===== src/rtl/ordener_collector.sv =====
// ordener_collector: packs a serial valid/ready byte stream into 8-slot frames for the ordener2 sorter.
// Optional min/max outputs are enabled by defining ORDENER_COLLECT_MINMAX_EN.
`default_nettype none

module ordener_collector #(
  parameter int                 DATA_W    = 8,
  parameter logic [DATA_W-1:0]  PAD_VALUE = {DATA_W{1'b1}}
) (
  input  logic              clk,
  input  logic              rst,
  input  logic [DATA_W-1:0] in_data,
  input  logic              in_valid,
  output logic              in_ready,
  input  logic              flush,
  output logic [DATA_W-1:0] out_a,
  output logic [DATA_W-1:0] out_b,
  output logic [DATA_W-1:0] out_c,
  output logic [DATA_W-1:0] out_d,
  output logic [DATA_W-1:0] out_e,
  output logic [DATA_W-1:0] out_f,
  output logic [DATA_W-1:0] out_g,
  output logic [DATA_W-1:0] out_h,
  output logic              out_valid,
  input  logic              out_ready,
  output logic [3:0]        out_pad_cnt,
`ifdef ORDENER_COLLECT_MINMAX_EN
  output logic [DATA_W-1:0] out_min,
  output logic [DATA_W-1:0] out_max,
`endif
  output logic [15:0]       frame_cnt
);

  localparam logic [0:0] FILL = 1'b0;
  localparam logic [0:0] HOLD = 1'b1;

  logic [0:0]        state;
  logic [0:0]        state_nxt;
  logic [2:0]        idx;
  logic [3:0]        pad_cnt;
  logic [DATA_W-1:0] slot [8];

  logic       hs;
  logic [3:0] occupied;
  logic       full;
  logic       flush_eff;
  logic       close;

  assign hs        = in_valid && in_ready;
  assign occupied  = {1'b0, idx} + {3'b000, hs};
  assign full      = hs && (idx == 3'd7);
  assign flush_eff = flush && (state == FILL) && (occupied != 4'd0);
  assign close     = (state == FILL) && (full || flush_eff);

  // State register
  always_ff @(posedge clk) begin
    if (rst) state <= FILL;
    else     state <= state_nxt;
  end

  // Next-state logic
  always_comb begin
    state_nxt = state;
    case (state)
      FILL:    if (full || flush_eff) state_nxt = HOLD;
      HOLD:    if (out_ready)         state_nxt = FILL;
      default: state_nxt = FILL;
    endcase
  end

  // Handshake outputs come from registered state only; rst forces in_ready low.
  always_comb begin
    in_ready  = (state == FILL) && !rst;
    out_valid = (state == HOLD);
  end

  always_ff @(posedge clk) begin
    if (rst) begin
      idx       <= 3'd0;
      pad_cnt   <= 4'd0;
      frame_cnt <= 16'd0;
    end else begin
      if (close) begin
        idx     <= 3'd0;
        pad_cnt <= full ? 4'd0 : (4'd8 - occupied);
      end else if (hs) begin
        idx <= idx + 3'd1;
      end
      if (out_valid && out_ready) frame_cnt <= frame_cnt + 16'd1;
    end
  end

  // A same-cycle sample lands in slot idx; padding starts just above it.
  for (genvar i = 0; i < 8; i++) begin : g_slot
    always_ff @(posedge clk) begin
      if (rst)                                  slot[i] <= '0;
      else if (hs && (idx == 3'(i)))            slot[i] <= in_data;
      else if (flush_eff && (4'(i) >= occupied)) slot[i] <= PAD_VALUE;
    end
  end

  assign out_a       = slot[0];
  assign out_b       = slot[1];
  assign out_c       = slot[2];
  assign out_d       = slot[3];
  assign out_e       = slot[4];
  assign out_f       = slot[5];
  assign out_g       = slot[6];
  assign out_h       = slot[7];
  assign out_pad_cnt = pad_cnt;

`ifdef ORDENER_COLLECT_MINMAX_EN
  logic [DATA_W-1:0] run_min;
  logic [DATA_W-1:0] run_max;
  logic [DATA_W-1:0] min_nxt;
  logic [DATA_W-1:0] max_nxt;

  // The first sample of a frame reseeds the running extremes.
  always_comb begin
    min_nxt = run_min;
    max_nxt = run_max;
    if (hs) begin
      if (idx == 3'd0) begin
        min_nxt = in_data;
        max_nxt = in_data;
      end else begin
        min_nxt = (in_data < run_min) ? in_data : run_min;
        max_nxt = (in_data > run_max) ? in_data : run_max;
      end
    end
  end

  always_ff @(posedge clk) begin
    if (rst) begin
      run_min <= '0;
      run_max <= '0;
      out_min <= '0;
      out_max <= '0;
    end else begin
      if (hs) begin
        run_min <= min_nxt;
        run_max <= max_nxt;
      end
      if (close) begin
        out_min <= min_nxt;
        out_max <= max_nxt;
      end
    end
  end
`endif

endmodule

`default_nettype wire

===== config.mk =====
export PLATFORM = sky130hd
export DESIGN_NAME = ordener_collector
export DESIGN_NICKNAME = d
export VERILOG_FILES = /design/src/rtl/ordener_collector.sv
export SDC_FILE = /design/constraint.sdc
export NUM_CORES = 1
export LEC_CHECK = 0
export ABC_CLOCK_PERIOD_IN_PS = 4100
export CAP_MARGIN = 20
export CORE_ASPECT_RATIO = 1.2
export CORE_MARGIN = 5
export CORE_UTILIZATION = 25
export CTS_CLUSTER_DIAMETER = 150
export CTS_CLUSTER_SIZE = 24
export DETAILED_ROUTE_END_ITERATION = 16
export PLACE_DENSITY = 0.55
export SLEW_MARGIN = 10
export SYNTH_ARGS = -nofsm -noshare
export SYNTH_HDL_FRONTEND = slang
export SYNTH_SLANG_ARGS = --single-unit
export TNS_END_PERCENT = 30

===== constraint.sdc =====
create_clock -name clk -period 4.1 [get_ports clk]
set_clock_uncertainty 0.2 [all_clocks]
set_input_delay 1.23 -clock clk [delete_from_list [all_inputs] [get_ports clk]]
set_output_delay 1.23 -clock clk [all_outputs]
set_load 0.01 [all_outputs]

======== Yosys cells after proc, flatten, opt, wreduce, memory -nomap -nowiden ========
Memory sizes are Yosys's and may differ from the RTL's.
Index checks and enable logic that the tools add are counted.
operators by class
  add/sub/neg operators ................... 4
  $mul .................................... 0
  divide/modulo/power cells ............... 0
  $lt $le $gt $ge ......................... 8
  equal/unequal tests ..................... 7
  shift operators ......................... 0
  muxes and demuxes ....................... 78
  bitwise logic cells ..................... 17
  reduce and logical (&&, ||, !) cells .... 27
operators with widths
  cell                     count
  $mux W8                  16
  $mux W1                  60
  $logic_and A1 B1 Y1      22
  $add A16 B1 Y16 const B  1
  $ge A3 B4 Y1 const A     4
  $or A1 B1 Y1             16
  $eq A3 B3 Y1 const B     4
  $ge A1 B4 Y1 const A     2
  $ge A2 B4 Y1 const A     2
  $eq A3 B2 Y1 const B     2
  $add A3 B1 Y4            1
  $mux W4                  1
  $reduce_bool A4 Y1       1
  $sub A4 B4 Y4 const A    1
  $add A3 B1 Y3 const B    1
  $eq A3 B1 Y1 const B     1
  $logic_not A3 Y1         1
  $pmux W1 S2              1
  $reduce_or A2 Y1         1
  $logic_not A1 Y1         1
  $logic_or A1 B1 Y1       1
  $not A1 Y1               1
word-level totals
  flip-flop bits (word level) ............. 24
  latch bits .............................. 0
  RAM bits ................................ 64
  ROM bits ................................ 0
  input port bits ......................... 13
  output and inout bits ................... 86
  logic and storage cells ................. 146
  memories ................................ 1
memories
  name  depth  width  read ports  clocked after Yosys merged registers in  write ports  line  source
  slot  8      8      8           0                                        8            40    logic [DATA_W-1:0] slot [8];

======== Depth between registers and ports, before layout ========
Gate-level depths: netlist of run 1.
  depth in word-level cells ............... 12
  gate-level depth with buffers ........... 10
  gate-level depth less buffers ........... 7

======== Worst setup path before layout of run 1 ========
Ideal clock, no wire load.
  path type ............................... input to register
  from .................................... input port rst
  to ...................................... memory slot[4][0], in the netlist slot[1][0] (enable)
  setup time .............................. 0.384 ns
  arrival time ............................ 3.334 ns
  required time ........................... 3.516 ns
  slack ................................... 0.182 ns
  stages .................................. 8
  buffers on the path ..................... 2
  cell sequence ........................... nor3b_1 -> buf_2 -> ha_1 -> ha_1 -> clkbuf_2 -> nor2_2 -> xnor2_1 -> o21ai_0
RTL lines
  what             line  source
  start, declared  10    input logic rst,
  end, declared    40

======== Final worst setup path of run 1 ========
  from .................................... input port rst
  to ...................................... output port in_ready
on the way
  cells in the longest elaborated chain, start to end .. 2
RTL lines
  what                 line  source
  $logic_not A1 Y1     72    in_ready = (state == FILL) && !rst;
  $logic_and A1 B1 Y1  72
  end, declared        13    output logic in_ready,
No other way between the ends.

==> qor.txt, run 1 <==
RSZ-0062 raised after global routing -> false
outcome -> finished clean
Reg clk slew, reported paths -> 0.07 ns
Synth cell types -> 50
Worst EP arrival -> 2.36 ns
most frequent CP cell -> clkdlybuf4s50_1
port bufs -> 98
footprint of the multi-input gates -> 1560 um^2
Clock Latency Late Sink -> 0.34 ns
final setup TNS -> 0 ns
die area -> 19,100 um^2
Setup Buffers After CTS -> 0
DR vias/cell -> 4.50
Avg Inst Size Synth -> 11.4 um^2
hold_buf cts -> 0
DRC viols -> 0
number of synthesized flops with an enable pin -> 64
post-synthesis register bit count -> 88
clock tree buffer depth -> 2
worst ir drop on vdd -> 0.000187 V
dpl cell area -> 5340 um^2
Max-slew headroom -> 59.7%
critical-path cell list -> clkdlybuf4s50_1 -> nor2_1 -> clkdlybuf4s50_1
Post-DP HPWL -> 8280 um
final hold violation count -> 0
Register-to-Register Path Depth -> 7
Crit. End Element -> output pin
Yosys top cell area share -> 46.8%
die width -> 127 um
M2 GR Usage -> 20.6%
Setup violations, final -> 0
grt ovf -> 0
clk sink count -> 88
period utilisation layout -> 92.4%
n_diodes -> 0
Register Area -> 2400 um^2
final WL -> 11,200 um
Resized cells post-CTS -> 0
register area share after synthesis -> 58.4%
synthesized instance count -> 362
row cnt -> 51
# IOs -> 99
routing usage on met3 -> 2.41%
max-cap violations -> 0
initial detailed-routing violation count -> 257
largest net degree at the start of global routing -> 29
Synth warnings -> 0
# fillers -> 1,657
max incr delay on CP -> 0.55 ns
first-pass GRT wire length -> 17,200 um
FMAX -> 0.264 GHz
post-route cell area -> 5670 um^2
layout cells sized above 1 -> 9.05%
initial core utilization -> 25.4%
Crit path max-delay family -> buffers and inverters
hold path cells -> 2
Critical-path top delay cell -> clkdlybuf4s50_1
top post-synthesis cells by area -> edfxtp_1 47%, dfxtp_1 12%, a21o_1 7.7%
Core ar. -> 16,200 um^2
nets@finish -> 483
Area growth syn-to-layout -> 37.9%
worst path required time -> 2.67 ns
Routed Antenna Nets -> 0
Num CTS Buffers -> 9
Die H -> 150 um
Most used DFF post-synth -> edfxtp_1
asr flop ratio synth -> 0%
post-synth top area cell -> edfxtp_1
GRT Total Usage -> 11.8%
WP depth -> 3
GRT busiest layer -> met2
Setup CP Type -> input pin to output pin
worst path bufs/invs -> 2
H-tree level count -> 3
CTS tree -> built
WL per Instance -> 16.5 um
CP Max Fanout -> 3
post-layout minimum cycle time -> 3.79 ns
net count after synthesis -> 386
measured slew at the worst slew-check pin -> 0.604 ns
met1 Use GR -> 14.2%
Pins Over Slew Limit -> 0
initial antenna violation count -> 0
TritonRoute pass-1 iters -> 4
crit start category -> input pin
Pleak -> 2.43 nW
number of global-route vias before repair -> 3,074
vias -> 3,043
GPL Wtd Cong -> 0.865
Syn Std Cell Area -> 4110 um^2
Tightest Hold Check Type -> flip-flop to flip-flop
Cell Pwr Density -> 431 nW/um^2
root buf cell -> clkbuf_16
## path summary, 6_finish.rpt
kind / start / end / slack [ns]
min reg2reg: frame_cnt[15]$_SDFFE_PP0P_ / frame_cnt[15]$_SDFFE_PP0P_ / 0.30
max reg2reg: out_valid$_SDFF_PP0_ / slot[0][25]$_SDFFCE_PP1P_ / 1.26
max: rst / in_ready / 0.31
min: frame_cnt[15]$_SDFFE_PP0P_ / frame_cnt[15]$_SDFFE_PP0P_ / 0.30
## kinds of logic after synthesis
family / Yosys count / synth area share, %
AND/OR/NAND/NOR: 134 / 17.2
buffers and inverters: 32 / 3.68
flip-flops: 88 / 58.4
AO/OA/AOI/OAI: 79 / 13.3
XOR/XNOR: 17 / 3.81
multiplexers: 1 / 0.244
adder cells (fa/ha/maj): 11 / 3.35
## power breakdown
part           internal, W  switching (W)  leakage [nW]  total (W)
clock             0.000524       0.000352         0.165   0.000876
sequential         0.00107      0.0000410         0.868    0.00111
combinational     0.000234       0.000227          1.40   0.000460
## worst reg2reg max path, delay by kind of cell, from the launching register on
kind                       cells  cell delay (ns)
and+or+nand+nor                4             0.97
DFF                            1             0.59
adders and majority gates      2             0.59
buffers and inverters          1             0.16
## metal layers
layer  part of all wire, %  wire [um]
met2                    53       5870
met5                     0          0
met4                   1.7        185
met1                    42       4680
met3                   3.9        436
## cell usage in the layout, fill, tap and decap left out, drive strengths merged, types with 11 or more instances in the layout
cell type,n
clkdlybuf4s50,98
dfxtp,24
a21oi,15
clkbuf,12
nand2,47
ha,11
nor2,20
edfxtp,64
a21o,42
buf,16
## flip-flops by register name, indices dropped and copies added, names as in the netlist
signal       flops
out_valid        1
slot            64
idx              3
frame_cnt       16
out_pad_cnt      4
## through the flow
step,setup WS [ns],power (W),utilization (%),instances,hold WS [ns]
detailed placement,0.133,0.00160,32.9,660,0.291
finish,0.312,0.00244,35.0,676,0.299
floorplan,0.182,0.00133,-,362,0.296
global route,0.208,0.00254,35.0,676,0.311
CTS,0.274,0.00247,35.0,676,0.300
global placement,0.200,0.00159,32.9,660,0.265
## final cells by class
type / count / share of cell area (%)
Sequential cell: 88 / 42.4
Multi-Input combinational cell: 242 / 27.5
Timing Repair Buffer: 114 / 19.4
Clock buffer: 12 / 5.30
Tap cell: 212 / 4.68
Clock inverter: 4 / 0.486
Inverter: 4 / 0.265
## Yosys cell counts (3+ instances only)
master,instances
edfxtp_1,64
nand2_1,47
a21o_1,42
dfxtp_1,24
nor2_1,19
a21oi_1,14
ha_1,11
and2_1,10
and3_1,10
buf_1,9
buf_2,9
xnor2_1,9
nand3_1,7
nand4_1,7
o21ai_0,7
xor2_1,7
clkbuf_1,5
nor3_1,5
a31oi_1,4
inv_1,4
nor2b_1,4
or3_1,4
a211oi_1,3
and4_1,3
buf_4,3
nand2b_1,3
nor3b_1,3
nor4_1,3
(Power assumes the default switching activity.)
==> run 2: changes to the inputs <==
--- a/config.mk
+++ b/config.mk
@@ -8,12 +8,12 @@
 export ABC_CLOCK_PERIOD_IN_PS = 4100
 export CAP_MARGIN = 20
 export CORE_ASPECT_RATIO = 1.2
-export CORE_MARGIN = 5
-export CORE_UTILIZATION = 25
-export CTS_CLUSTER_DIAMETER = 150
+export CORE_MARGIN = 4
+export CORE_UTILIZATION = 46
+export CTS_CLUSTER_DIAMETER = 200
 export CTS_CLUSTER_SIZE = 24
 export DETAILED_ROUTE_END_ITERATION = 16
-export PLACE_DENSITY = 0.55
+export PLACE_DENSITY = 0.84
 export SLEW_MARGIN = 10
 export SYNTH_ARGS = -nofsm -noshare
 export SYNTH_HDL_FRONTEND = slang
==> run 2 against run 1 <==
Effect of this change:
- clock-buffer cell count increased by 2
- global-route usage increased by 7.2 points
- flip-flop and latch count unchanged
- first-iteration DRC count decreased by 16%
- hold slack improved by 0.0068 ns
- largest power group unchanged
- critical path depth unchanged
- worst setup slack improved by 0.036 ns
- wire length decreased by 14%
==> qor.txt, run 2 (synthesis results as in run 1) <==
outcome -> finished clean
Crit. End Element -> output pin
RR Endpoint -> slot[1][17]$_SDFFCE_PP1P_
initial core utilization -> 47.5% (+22 points)
Pleak -> 2.34 nW (-3.6%)
CTS tree -> built
port bufs -> 98 (unchanged)
nets@finish -> 478 (-1.0%)
final hold violation count -> 0 (unchanged)
Num CTS Buffers -> 9 (unchanged)
Area growth syn-to-layout -> 30.7%
TritonRoute pass-1 iters -> 5 (+1)
Post-DP HPWL -> 7160 um (-14%)
commonest cells after routing, fill and taps aside -> 98 x clkdlybuf4s50_1, 64 x edfxtp_1, 47 x nand2_1
Reg clk slew, reported paths -> 0.08 ns (about the same)
Setup Buffers After CTS -> 0 (unchanged)
Pins Over Slew Limit -> 0 (unchanged)
WL per Instance -> 16.7 um (+0.98%)
row cnt -> 37 (-27%)
total power -> 0.00211 W (-14%)
initial antenna violation count -> 0 (unchanged)
max-cap violations -> 0 (unchanged)
clock tree buffer depth -> 2 (unchanged)
Reg2Reg Setup Slack -> 1.29 ns (+0.03 ns)
H-tree level count -> 3 (unchanged)
GPL Wtd Cong -> 0.931 (+7.6%)
Tightest Hold Check Type -> flip-flop to flip-flop
commonest non-fill, non-tap cell in the layout -> clkdlybuf4s50_1
hold path cells -> 2 (unchanged)
Hold Path Sink -> frame_cnt[15]$_SDFFE_PP0P_
FMAX -> 0.267 GHz (+0.96%)
Resized cells post-CTS -> 0 (unchanged)
number of global-route vias before repair -> 3,047 (-0.88%)
Max-slew headroom -> 62.0% (+2.4 points)
final setup TNS -> 0 ns (unchanged)
max reg flops -> 64 (unchanged)
placed insts -> 560 (-15%)
die area -> 10,500 um^2 (-45%)
hold_buf cts -> 0 (unchanged)
Core ar. -> 8660 um^2 (-47%)
DR vias/cell -> 5.27 (+17%)
Setup CP Type -> input pin to output pin
measured slew at the worst slew-check pin -> 0.562 ns (-0.0423 ns)
n_diodes -> 0 (unchanged)
Die H -> 112 um (-26%)
Final Util -> 62.0% (+27 points)
CP Max Fanout -> 3 (unchanged)
GRT Total Usage -> 19.1% (+7.2 points)
die width -> 94.3 um (-26%)
register with the most flip-flops -> slot
Non-Filler Instances -> 576 (-15%)
WHS -> 0.306 ns (+0.00676 ns)
grt ovf -> 0 (unchanged)
layout cells sized above 1 -> 7.84% (-1.2 points)
post-layout minimum cycle time -> 3.75 ns (-0.0360 ns)
Register-to-Register Path Depth -> 7 (unchanged)
worst ir drop on vdd -> 0.000188 V (+0.86%)
worst path required time -> 2.67 ns (about the same)
period utilisation layout -> 91.5% (-0.88 points)
Worst EP arrival -> 2.32 ns (-0.04 ns)
clk sink count -> 88 (unchanged)
# IOs -> 99 (unchanged)
vias -> 3,034 (-0.30%)
largest net degree at the start of global routing -> 29 (unchanged)
Clock Latency Late Sink -> 0.36 ns (+0.02 ns)
Cell Pwr Density -> 393 nW/um^2 (-8.8%)
first-pass GRT wire length -> 15,600 um (-9.4%)
initial detailed-routing violation count -> 215 (-16%)
Routed Antenna Nets -> 0 (unchanged)
final WL -> 9620 um (-14%)
RSZ-0062 raised after global routing -> false
Setup violations, final -> 0 (unchanged)
crit start category -> input pin
HP Start -> frame_cnt[15]$_SDFFE_PP0P_
DRC viols -> 0 (unchanged)
Reg2Reg Launch Point -> out_valid$_SDFF_PP0_
root buf cell -> clkbuf_8
[run 2: cell count changes in the layout (fill, tap and decap cells not counted)]
cell	before	now
clkbuf_2	0	2
clkbuf_8	0	10
clkbuf_16	12	1
clkbuf_1	0	1
buf_4	16	11
inv_6	2	0
clkinv_2	2	1
inv_4	0	1
[run 2: power breakdown]
| group | leakage [nW] | switching [W] | internal [W] |
|---|---|---|---|
| logic | 1.37 | 0.000215 | 0.000229 |
| clock network | 0.102 | 0.000286 | 0.000279 |
| registers | 0.868 | 0.0000398 | 0.00107 |
[run 2: worst max-delay path: stages]
cell and delay [ns]:
clkdlybuf4s50_1 0.44, nor2_1 0.10, clkdlybuf4s50_1 0.55
[run 2: metal layers]
metal	vias up	share of wire, %	track usage [%]
li1	1481	-	-
met1	1432	41	23.8
met2	100	50	31.7
met3	21	5.7	4.05
met4	0	3.0	8.09
met5	-	0	0
[run 2: stage by stage]
stage               area [um^2]  setup WS [ns]
finish                     5370          0.348
global route               5370          0.184
CTS                        5370          0.332
detailed placement         5180         0.0411
global placement           5180          0.205
floorplan                  4110          0.182
[run 2: layout make-up]
cell class	instances	area [um^2]
clock inverters	2	11.3
multi-input cells	242	1560
fillers	711	3290
well taps	117	146
clock buffers	14	176
inverters	4	15.0
repair buffers	109	1060
flip-flops and latches	88	2400
[run 2: worst max-delay path by stage]
stage | to | start | slack (ns)
2_1_floorplan | slot[1][0]$_SDFFCE_PN0P_ | rst | 0.18
3_3_place_gp | slot[1][16]$_SDFFCE_PP1P_ | in_valid | 0.20
3_5_place_dp | slot[1][17]$_SDFFCE_PP1P_ | in_valid | 0.04
4_1_cts | in_ready | rst | 0.33
5_1_grt | slot[1][22]$_SDFFCE_PP1P_ | in_valid | 0.18
6_report | in_ready | rst | 0.35
